**src/rtl/fir_ctrl_pkg.sv**
```systemverilog
// fir_ctrl_pkg: sequencer state encoding and counter sizing helpers
package fir_ctrl_pkg;
    typedef enum logic [2:0] {
        IDLE       = 3'd0,
        RUN        = 3'd1,
        DRAIN      = 3'd2,
        LOAD       = 3'd3,
        FLUSH      = 3'd4,
        WAIT_FLUSH = 3'd5
    } state_e;

    function automatic int cnt_w(input int max_val);
        return (max_val < 2) ? 1 : $clog2(max_val + 1);
    endfunction

    function automatic int idx_w(input int n);
        return (n < 2) ? 1 : $clog2(n);
    endfunction
endpackage

```
**src/rtl/fir_coeff_shadow.sv**
```systemverilog
// fir_coeff_shadow: host-visible coefficient set, read by the sequencer during a load
module fir_coeff_shadow import fir_ctrl_pkg::*; #(
    parameter int DATA_WIDTH = 16,
    parameter int NUM_TAPS   = 8,
    localparam int IW        = idx_w(NUM_TAPS)
) (
    input  logic                  clk,
    input  logic                  resetn,
    input  logic                  we,
    input  logic [IW-1:0]         waddr,
    input  logic [DATA_WIDTH-1:0] wdata,
    input  logic [IW-1:0]         raddr,
    output logic [DATA_WIDTH-1:0] rdata
);
    logic [DATA_WIDTH-1:0] mem_q [NUM_TAPS];

    always_ff @(posedge clk or negedge resetn) begin
        if (!resetn) begin
            for (int i = 0; i < NUM_TAPS; i++) mem_q[i] <= '0;
        end else if (we && {1'b0, waddr} < (IW+1)'(NUM_TAPS)) begin
            mem_q[waddr] <= wdata;
        end
    end

    assign rdata = mem_q[raddr];
endmodule

```
**src/rtl/fir_filter_ctrl.sv**
```systemverilog
// fir_filter_ctrl: loads shadow coefficients into the filter, flushes its delay line
// with hidden zero samples, then streams samples; a commit while running drains first.
module fir_filter_ctrl import fir_ctrl_pkg::*; #(
    parameter int DATA_WIDTH   = 16,
    parameter int NUM_TAPS     = 8,
    parameter int OUTPUT_WIDTH = 2*DATA_WIDTH+$clog2(NUM_TAPS),
    parameter int MAX_INFLIGHT = 16,
    localparam int IW          = idx_w(NUM_TAPS),
    localparam int FW          = cnt_w(MAX_INFLIGHT),
    localparam int CW          = cnt_w(NUM_TAPS)
) (
    input  logic                    clk,
    input  logic                    resetn,
    input  logic                    cfg_wr,
    input  logic [IW-1:0]           cfg_addr,
    input  logic [DATA_WIDTH-1:0]   cfg_data,
    input  logic                    cfg_commit,
    output logic                    cfg_ready,
    input  logic                    s_valid,
    input  logic [DATA_WIDTH-1:0]   s_data,
    output logic                    s_ready,
    output logic                    m_valid,
    output logic [OUTPUT_WIDTH-1:0] m_data,
    output logic                    f_coef_we,
    output logic [IW-1:0]           f_coef_idx,
    output logic [DATA_WIDTH-1:0]   f_coef_data,
    output logic                    f_valid,
    output logic [DATA_WIDTH-1:0]   f_x,
    input  logic [OUTPUT_WIDTH-1:0] f_y,
    input  logic                    f_ovalid,
    output logic                    loaded
);
    state_e                  state_q, state_d;
    logic [IW-1:0]           cnt_q, cnt_d;
    logic [FW-1:0]           inflight_q, inflight_d;
    logic [CW-1:0]           drop_cnt_q, drop_cnt_d;
    logic                    pending_q, pending_d;
    logic                    loaded_q, loaded_d;
    logic                    m_valid_q, m_valid_d;
    logic [OUTPUT_WIDTH-1:0] m_data_q, m_data_d;
    logic [DATA_WIDTH-1:0]   shadow_rd;
    logic                    last_cnt, load_done, enter_drain;

    fir_coeff_shadow #(
        .DATA_WIDTH(DATA_WIDTH),
        .NUM_TAPS  (NUM_TAPS)
    ) u_shadow (
        .clk   (clk),
        .resetn(resetn),
        .we    (cfg_wr && cfg_ready),
        .waddr (cfg_addr),
        .wdata (cfg_data),
        .raddr (cnt_q),
        .rdata (shadow_rd)
    );

    assign last_cnt    = cnt_q == IW'(NUM_TAPS-1);
    assign load_done   = state_q == LOAD && last_cnt;
    assign enter_drain = state_q == RUN && (cfg_commit || pending_q);

    assign cfg_ready   = state_q != LOAD;
    assign s_ready     = state_q == RUN && !pending_q;
    assign f_coef_we   = state_q == LOAD;
    assign f_coef_idx  = f_coef_we ? cnt_q : '0;
    assign f_coef_data = f_coef_we ? shadow_rd : '0;
    assign f_valid     = state_q == FLUSH || (s_valid && s_ready);
    assign f_x         = s_ready ? s_data : '0;
    assign m_valid     = m_valid_q;
    assign m_data      = m_data_q;
    assign loaded      = loaded_q;

    // LOAD and FLUSH share one NUM_TAPS-cycle counter
    always_comb begin
        state_d = state_q;
        cnt_d   = cnt_q;
        case (state_q)
            IDLE:       state_d = cfg_commit ? LOAD : IDLE;
            RUN:        state_d = enter_drain ? DRAIN : RUN;
            DRAIN:      state_d = inflight_q == '0 ? LOAD : DRAIN;
            LOAD, FLUSH: begin
                cnt_d = last_cnt ? '0 : cnt_q + IW'(1);
                if (last_cnt) state_d = state_q == LOAD ? FLUSH : WAIT_FLUSH;
            end
            WAIT_FLUSH: state_d = drop_cnt_q == '0 ? RUN : WAIT_FLUSH;
            default:    state_d = IDLE;
        endcase
    end

    always_comb begin
        pending_d  = enter_drain ? 1'b0
                   : pending_q | (cfg_commit && state_q != IDLE && state_q != RUN);
        inflight_d = inflight_q + FW'(f_valid) - FW'(f_ovalid);
        drop_cnt_d = load_done ? CW'(NUM_TAPS)
                   : drop_cnt_q - CW'(f_ovalid && drop_cnt_q != '0);
        loaded_d   = loaded_q | load_done;
        m_valid_d  = f_ovalid && drop_cnt_q == '0;
        m_data_d   = f_ovalid ? f_y : m_data_q;
    end

    always_ff @(posedge clk or negedge resetn) begin
        if (!resetn) begin
            state_q    <= IDLE;
            cnt_q      <= '0;
            inflight_q <= '0;
            drop_cnt_q <= '0;
            pending_q  <= 1'b0;
            loaded_q   <= 1'b0;
            m_valid_q  <= 1'b0;
            m_data_q   <= '0;
        end else begin
            state_q    <= state_d;
            cnt_q      <= cnt_d;
            inflight_q <= inflight_d;
            drop_cnt_q <= drop_cnt_d;
            pending_q  <= pending_d;
            loaded_q   <= loaded_d;
            m_valid_q  <= m_valid_d;
            m_data_q   <= m_data_d;
        end
    end

    a_inflight_ovf: assert property (@(posedge clk) disable iff (!resetn)
        !(f_valid && !f_ovalid && inflight_q == FW'(MAX_INFLIGHT)));
    a_inflight_udf: assert property (@(posedge clk) disable iff (!resetn)
        !(f_ovalid && !f_valid && inflight_q == '0));
endmodule

```
**config.mk**
```make
export PLATFORM = sky130hd
export DESIGN_NAME = fir_filter_ctrl
export DESIGN_NICKNAME = d
export VERILOG_FILES = /design/src/rtl/fir_ctrl_pkg.sv /design/src/rtl/fir_coeff_shadow.sv /design/src/rtl/fir_filter_ctrl.sv
export SDC_FILE = /design/constraint.sdc
export NUM_CORES = 1
export LEC_CHECK = 0
export ABC_AREA = 1
export BUFFER_PORTS_ARGS = -buffer_cell sky130_fd_sc_hd__clkbuf_2
export CORE_ASPECT_RATIO = 0.5
export CORE_MARGIN = 4
export CORE_UTILIZATION = 61
export DETAILED_ROUTE_END_ITERATION = 7
export GPL_TIMING_DRIVEN = 0
export PLACE_DENSITY = 0.86
export SYNTH_ARGS = -nofsm -noshare
export SYNTH_HDL_FRONTEND = slang
export SYNTH_SLANG_ARGS = --single-unit
```
**constraint.sdc**
```tcl
create_clock -name clk -period 4.1 [get_ports clk]
set_input_delay 0.82 -clock clk [delete_from_list [all_inputs] [get_ports clk]]
set_output_delay 0.82 -clock clk [all_outputs]
set_load 0.05 [all_outputs]
```
Word-level counts from Yosys, hierarchy flattened
Index checks and enable logic that the tools add are counted.
W data, S select, Z words.
Word-level totals
  flip-flop bits (word level): 181
  output and inout bits: 76
  logic and storage cells: 74
Operators by class
  add/sub/neg operators: 4
  $lt $le $gt $ge: 3
  equality and inequality tests: 9
  mux-type cells: 19
  bitwise logic cells: 4
  reductions and logical operators: 19
Operators with widths (count)
  $bwmux W128: 1
  $mux W16: 5
  $bmux W16 S3: 1
  $demux W16 S3: 1
  $pmux W3 S5: 1
  $mux W3: 4
  $logic_and A1 B1 Y1: 10
  $eq A3 B3 Y1 const B: 3
  $ge A4 B4 Y1 const B: 2
  $not A3 Y4: 2
  $eq A3 B2 Y1 const B: 2
  $add A5 B1 Y5: 1
  $logic_not A5 Y1: 1
  $sub A5 B1 Y5: 1
  $logic_not A4 Y1: 1
  $lt A4 B1 Y1 const B: 1
  $mux W2: 2
  $mux W4: 1
  $reduce_bool A4 Y1: 1
  $sub A4 B1 Y4: 1
  $add A3 B1 Y3 const B: 1
  $eq A3 B1 Y1 const B: 1
  $logic_not A3 Y1: 1
  $mux W1: 3
  other kinds (8): 10

Longest topological paths before layout
  depth after elaboration: 6
  mapped depth: 12
  depth with buffers taken out: 12

By module
Synthesis repeated with hierarchy kept, for this count alone.
Unflattened totals
  cells, all modules: 1205
  area total of the unflattened synthesis: 8972.4 um^2
Modules (own cells, without submodules)
  fir_coeff_shadow: times used 1, cells each 867, area each 6277.3 um^2, sequential area each 3203.1 um^2
  fir_filter_ctrl: times used 1, cells each 338, area each 2695.1 um^2, sequential area each 1326.3 um^2

Least setup slack after synthesis
Ideal clock, no wire load.
  path type: register -> register
  start: register state_q[0]
  end: register inflight_q[4]
  arrival: 2537 ps
  slack: 1438 ps
  cell stages (with the launch flop): 13
  period minus slack after synthesis: 2662 ps
  cell sequence: dfrtp_1 inv_1 nor3_1 nand2_2 inv_1 nand2_1 nand2_1 ha_1 fa_1 a21oi_1 nor2_1 nor2_1 xor2_1
On the way
  word-level cells in the longest chain between the ends: 6
Ends and longest elaborated chain
  from (decl): line fir_filter_ctrl.sv:33  | state_e state_q, state_d;
  from (signal assigned): line fir_filter_ctrl.sv:111  | state_q <= state_d;
  $eq A3 B1 Y1: line fir_filter_ctrl.sv:62  | assign s_ready = state_q == RUN && !pending_q;
  $logic_and A1 B1 Y1: line fir_filter_ctrl.sv:62
  net s_ready: line fir_filter_ctrl.sv:21  | output logic s_ready,
  $logic_and A1 B1 Y1: line fir_filter_ctrl.sv:66  | assign f_valid = state_q == FLUSH || (s_valid && s_ready);
  $logic_or A1 B1 Y1: line fir_filter_ctrl.sv:66
  net f_valid: line fir_filter_ctrl.sv:27  | output logic f_valid,
  $add A5 B1 Y5: line fir_filter_ctrl.sv:92  | inflight_d = inflight_q + FW'(f_valid) - FW'(f_ovalid);
  $sub A5 B1 Y5: line fir_filter_ctrl.sv:92
  net inflight_d[4]: line fir_filter_ctrl.sv:35  | logic [FW-1:0] inflight_q, inflight_d;
  to (signal assigned): line fir_filter_ctrl.sv:113  | inflight_q <= inflight_d;
  to (decl): line fir_filter_ctrl.sv:35
The timed path passes the listed nets, and every way through them passes these cells.
A chain may end at the register's enable or synchronous reset.

Final worst setup path
  start: register cnt_q[0]
  end: output port f_coef_data[5]
On the way
  word-level cells in the longest chain between the ends: 5
Ends and longest elaborated chain
  from (decl): line fir_filter_ctrl.sv:34  | logic [IW-1:0] cnt_q, cnt_d;
  from (signal assigned): line fir_filter_ctrl.sv:112  | cnt_q <= cnt_d;
  $not A3 Y4 (implied by the code): line fir_coeff_shadow.sv:25  | assign rdata = mem_q[raddr];
  $bmux W16 S3: line fir_coeff_shadow.sv:25
  $mux W16 (implied by the code) (2 in a row): line fir_coeff_shadow.sv:25
  $mux W16: line fir_filter_ctrl.sv:65  | assign f_coef_data = f_coef_we ? shadow_rd : '0;
  to (decl): line fir_filter_ctrl.sv:26  | output logic [DATA_WIDTH-1:0] f_coef_data,
No other way between the ends. The select of a mux whose other input is x is not followed.

==> reports/results.txt <==
Worst Setup SP = cnt_q[0]
Critical Path RT = 3.28 ns
Overflow after GRT = 0
mean post-synth cell area = 7.60 sq um
pin count of the biggest net entering global routing = 119
Vias = 8319
final setup vio count = 0
Final Hold Viols = 0
cell-internal power = 3.96 mW
Comb pwr share = 0.380
Post-Syn Nets = 1239
Psw = 2.91 mW
initial antenna violation count = 0
PD cells = 666 nW/um^2
leakage power = 5.70 nW
Starting Density = 0.634
Final Cycle Share = 0.849
Overall Global Routing Usage = 0.294
synth unique cells = 27
launching point of the worst reg2reg path = state_q[0]
Fillers = 1052
Clock Latency Late Sink = 0.43 ns
first-pass GRT wire length = 38.6 mm
DRT Pass-1 Iters = 6
CTS resizes = 0
DPL Wire Length = 17.2 mm
antenna diode instance count = 0
Max Fclk = 0.287 GHz
Clock power frac = 0.242
setup TNS = 0 ns
Worst-Margin Slew = 0.596 ns
crit path max fanout = 10
Final min period = 3.48 ns
cell area after placement = 9710 sq um
switch share = 0.424
CP Class = register to output port
reg2reg path depth = 12
cell area after layout = 10300 sq um
area grow syn2layout = 17.7%
sequential element share of the synthesized area = 0.517
Setup crit start kind = register
max-slew violation count = 0
post-CTS setup buffers = 0
IO Port Bufs = 134
Routability Congestion = 0.985
Root Driver = clkbuf_16
Via density = 5.51
Syn Inst Count = 1152
CTS Buffer Depth = 2
H-tree levels = 4
Core ar. = 13800 sq um
Warnings, synthesis = 0
Die W = 177 um
post-synthesis cell area = 8760 sq um
post-synthesis mux area share = 0
Wirelength per Cell = 15.8 um
critical path data arrival time = 2.66 ns
xor and xnor area share after synthesis = 0.00500
DIE HEIGHT = 92.7 um
via count of the first global-routing pass = 7910
Residual DRC = 0
CTS clk-pin slew, worst paths = 0.07 ns
WHS = 0.363 ns
# rows = 30
simple-gate area share of the yosys netlist = 0.314
hold buffers post-CTS = 0
RSZ-0062 raised after global routing = false
status = completed
Hold Path Class = primary input to async pin
complex-gate fraction of the synthesized area = 0.0691
Die ar. = 16500 sq um
Adder-Cell Fraction of Synth Area = 0.0166
CTS tree = built
Seq pwr share = 0.379
nets = 1393
clock skew = 0.00740 ns
final WL = 23.9 mm
critical path capture point type = output port
ANT nets after route = 0
Initial DRC Count = 1012
Final Util = 0.746
FF+latch count, synth = 181
TritonCTS buffer count = 17
total of max-cap violations = 0
worst rel slew slack = 0.602
main combinational cell family by area after synthesis = simple AND/OR/NAND/NOR gates
num ports = 152
Num Clock Sinks = 181
layout cell share with drive strength beyond 1 = 0.173
maximum vdd drop = 301 uV
[final cells by class]
type	instances	area, sq um	area share
flip-flops and latches	181	4530	0.439
multi-input cells	810	3550	0.344
repair buffers	135	707	0.0686
clock buffers	18	439	0.0426
plain buffers	78	373	0.0362
inverters	83	312	0.0302
well taps	192	240	0.0233
clock inverters	14	160	0.0155
[per-layer routing]
layer | share of wire | vias to the layer above | global-route usage
li1 | - | 3920 | -
met5 | 0 | - | 0
met4 | 0.023 | 0 | 0.0939
met2 | 0.46 | 495 | 0.469
met1 | 0.41 | 3839 | 0.396
met3 | 0.10 | 65 | 0.0771
[critical path, stage by stage (launching register included)]
cell and delay (ns):
dfrtp_1 0.52, buf_2 0.31, buf_1 0.46, nor2_1 0.14, o21ai_0 0.28, nand2_1 0.12, nand2_1 0.12, clkbuf_2 0.29
[per-stage QoR]
step           worst slack (ns)  instances  power (mW)
2_1_floorplan              1.44       1152        4.41
3_3_place_gp             -0.976       1478        5.03
3_5_place_dp               1.30       1479        5.16
4_1_cts                   0.722       1511        6.83
5_1_grt                   0.542       1511        7.31
6_report                  0.618       1511        6.87
[flip-flops by register name, indices dropped and copies added (netlist names)]
name / flops
loaded: 1
cnt_q: 3
inflight_q: 5
m_valid: 1
drop_cnt_q: 4
pending_q: 1
m_data: 35
u_shadow.mem_q: 128
state_q: 3
[synthesized netlist by cell type]
library cell  instances  share of area
clkinv_1              1        0.00043
ha_1                 10          0.014
inv_1                79          0.034
nand2_2               7         0.0050
nand3_1             135          0.077
nand3_4               1         0.0020
or2_1                 1        0.00071
nor2_2                5         0.0036
nor3_1                3         0.0017
buf_4                 7         0.0060
inv_2                 3         0.0013
a311oi_1              1         0.0010
nand2_1             425           0.18
buf_1                 6         0.0026
clkbuf_1             27          0.012
dfrtp_1             181           0.52
xor2_1                5         0.0050
nor2_1               96          0.041
fa_1                  1         0.0023
o21ai_1               4         0.0023
buf_6                 1         0.0013
clkbuf_2             11         0.0063
nand4_1               1        0.00071
buf_2                26          0.015
a21oi_1               2         0.0011
o21ai_0             112          0.064
a31oi_1               1        0.00071
[cell usage in the layout, fill, tap and decap left out, types with 17 or more instances in the layout]
master / synthesis / final
inv_1: 79 / 79
o21ai_0: 112 / 112
nand2_1: 425 / 425
clkbuf_16: 0 / 17
buf_2: 26 / 26
clkbuf_2: 11 / 144
clkbuf_1: 27 / 27
nor2_1: 96 / 96
dfrtp_1: 181 / 181
nand3_1: 135 / 135
[worst paths after layout]
check                                          to  slack (ns)
worst max-delay path               f_coef_data[5]        0.62
worst max register to register      inflight_q[4]        1.81
max in group asynchronous              m_data[30]        2.78
min in group clk                       m_data[17]        0.47
worst min-delay path            u_shadow.mem_q[0]        0.36
worst min register to register         m_data[17]        0.47
[kinds of logic after synthesis]
kind of cell / after synthesis
AND/OR/NAND/NOR: 674
flip-flops: 181
buffers and inverters: 161
AO/OA/AOI/OAI: 120
adder cells (fa/ha/maj): 11
XOR/XNOR: 5
[power groups by stage]
stage               Clock (mW)  Sequential [mW]  Combinational, mW
finish                    1.66             2.60               2.61
CTS                       1.67             2.59               2.57
detailed placement           0             2.62               2.54
global route              1.76             2.66               2.90
floorplan                    0             2.65               1.76
global placement             0             2.59               2.44
No activity file was read; power rests on OpenSTA's default activity.
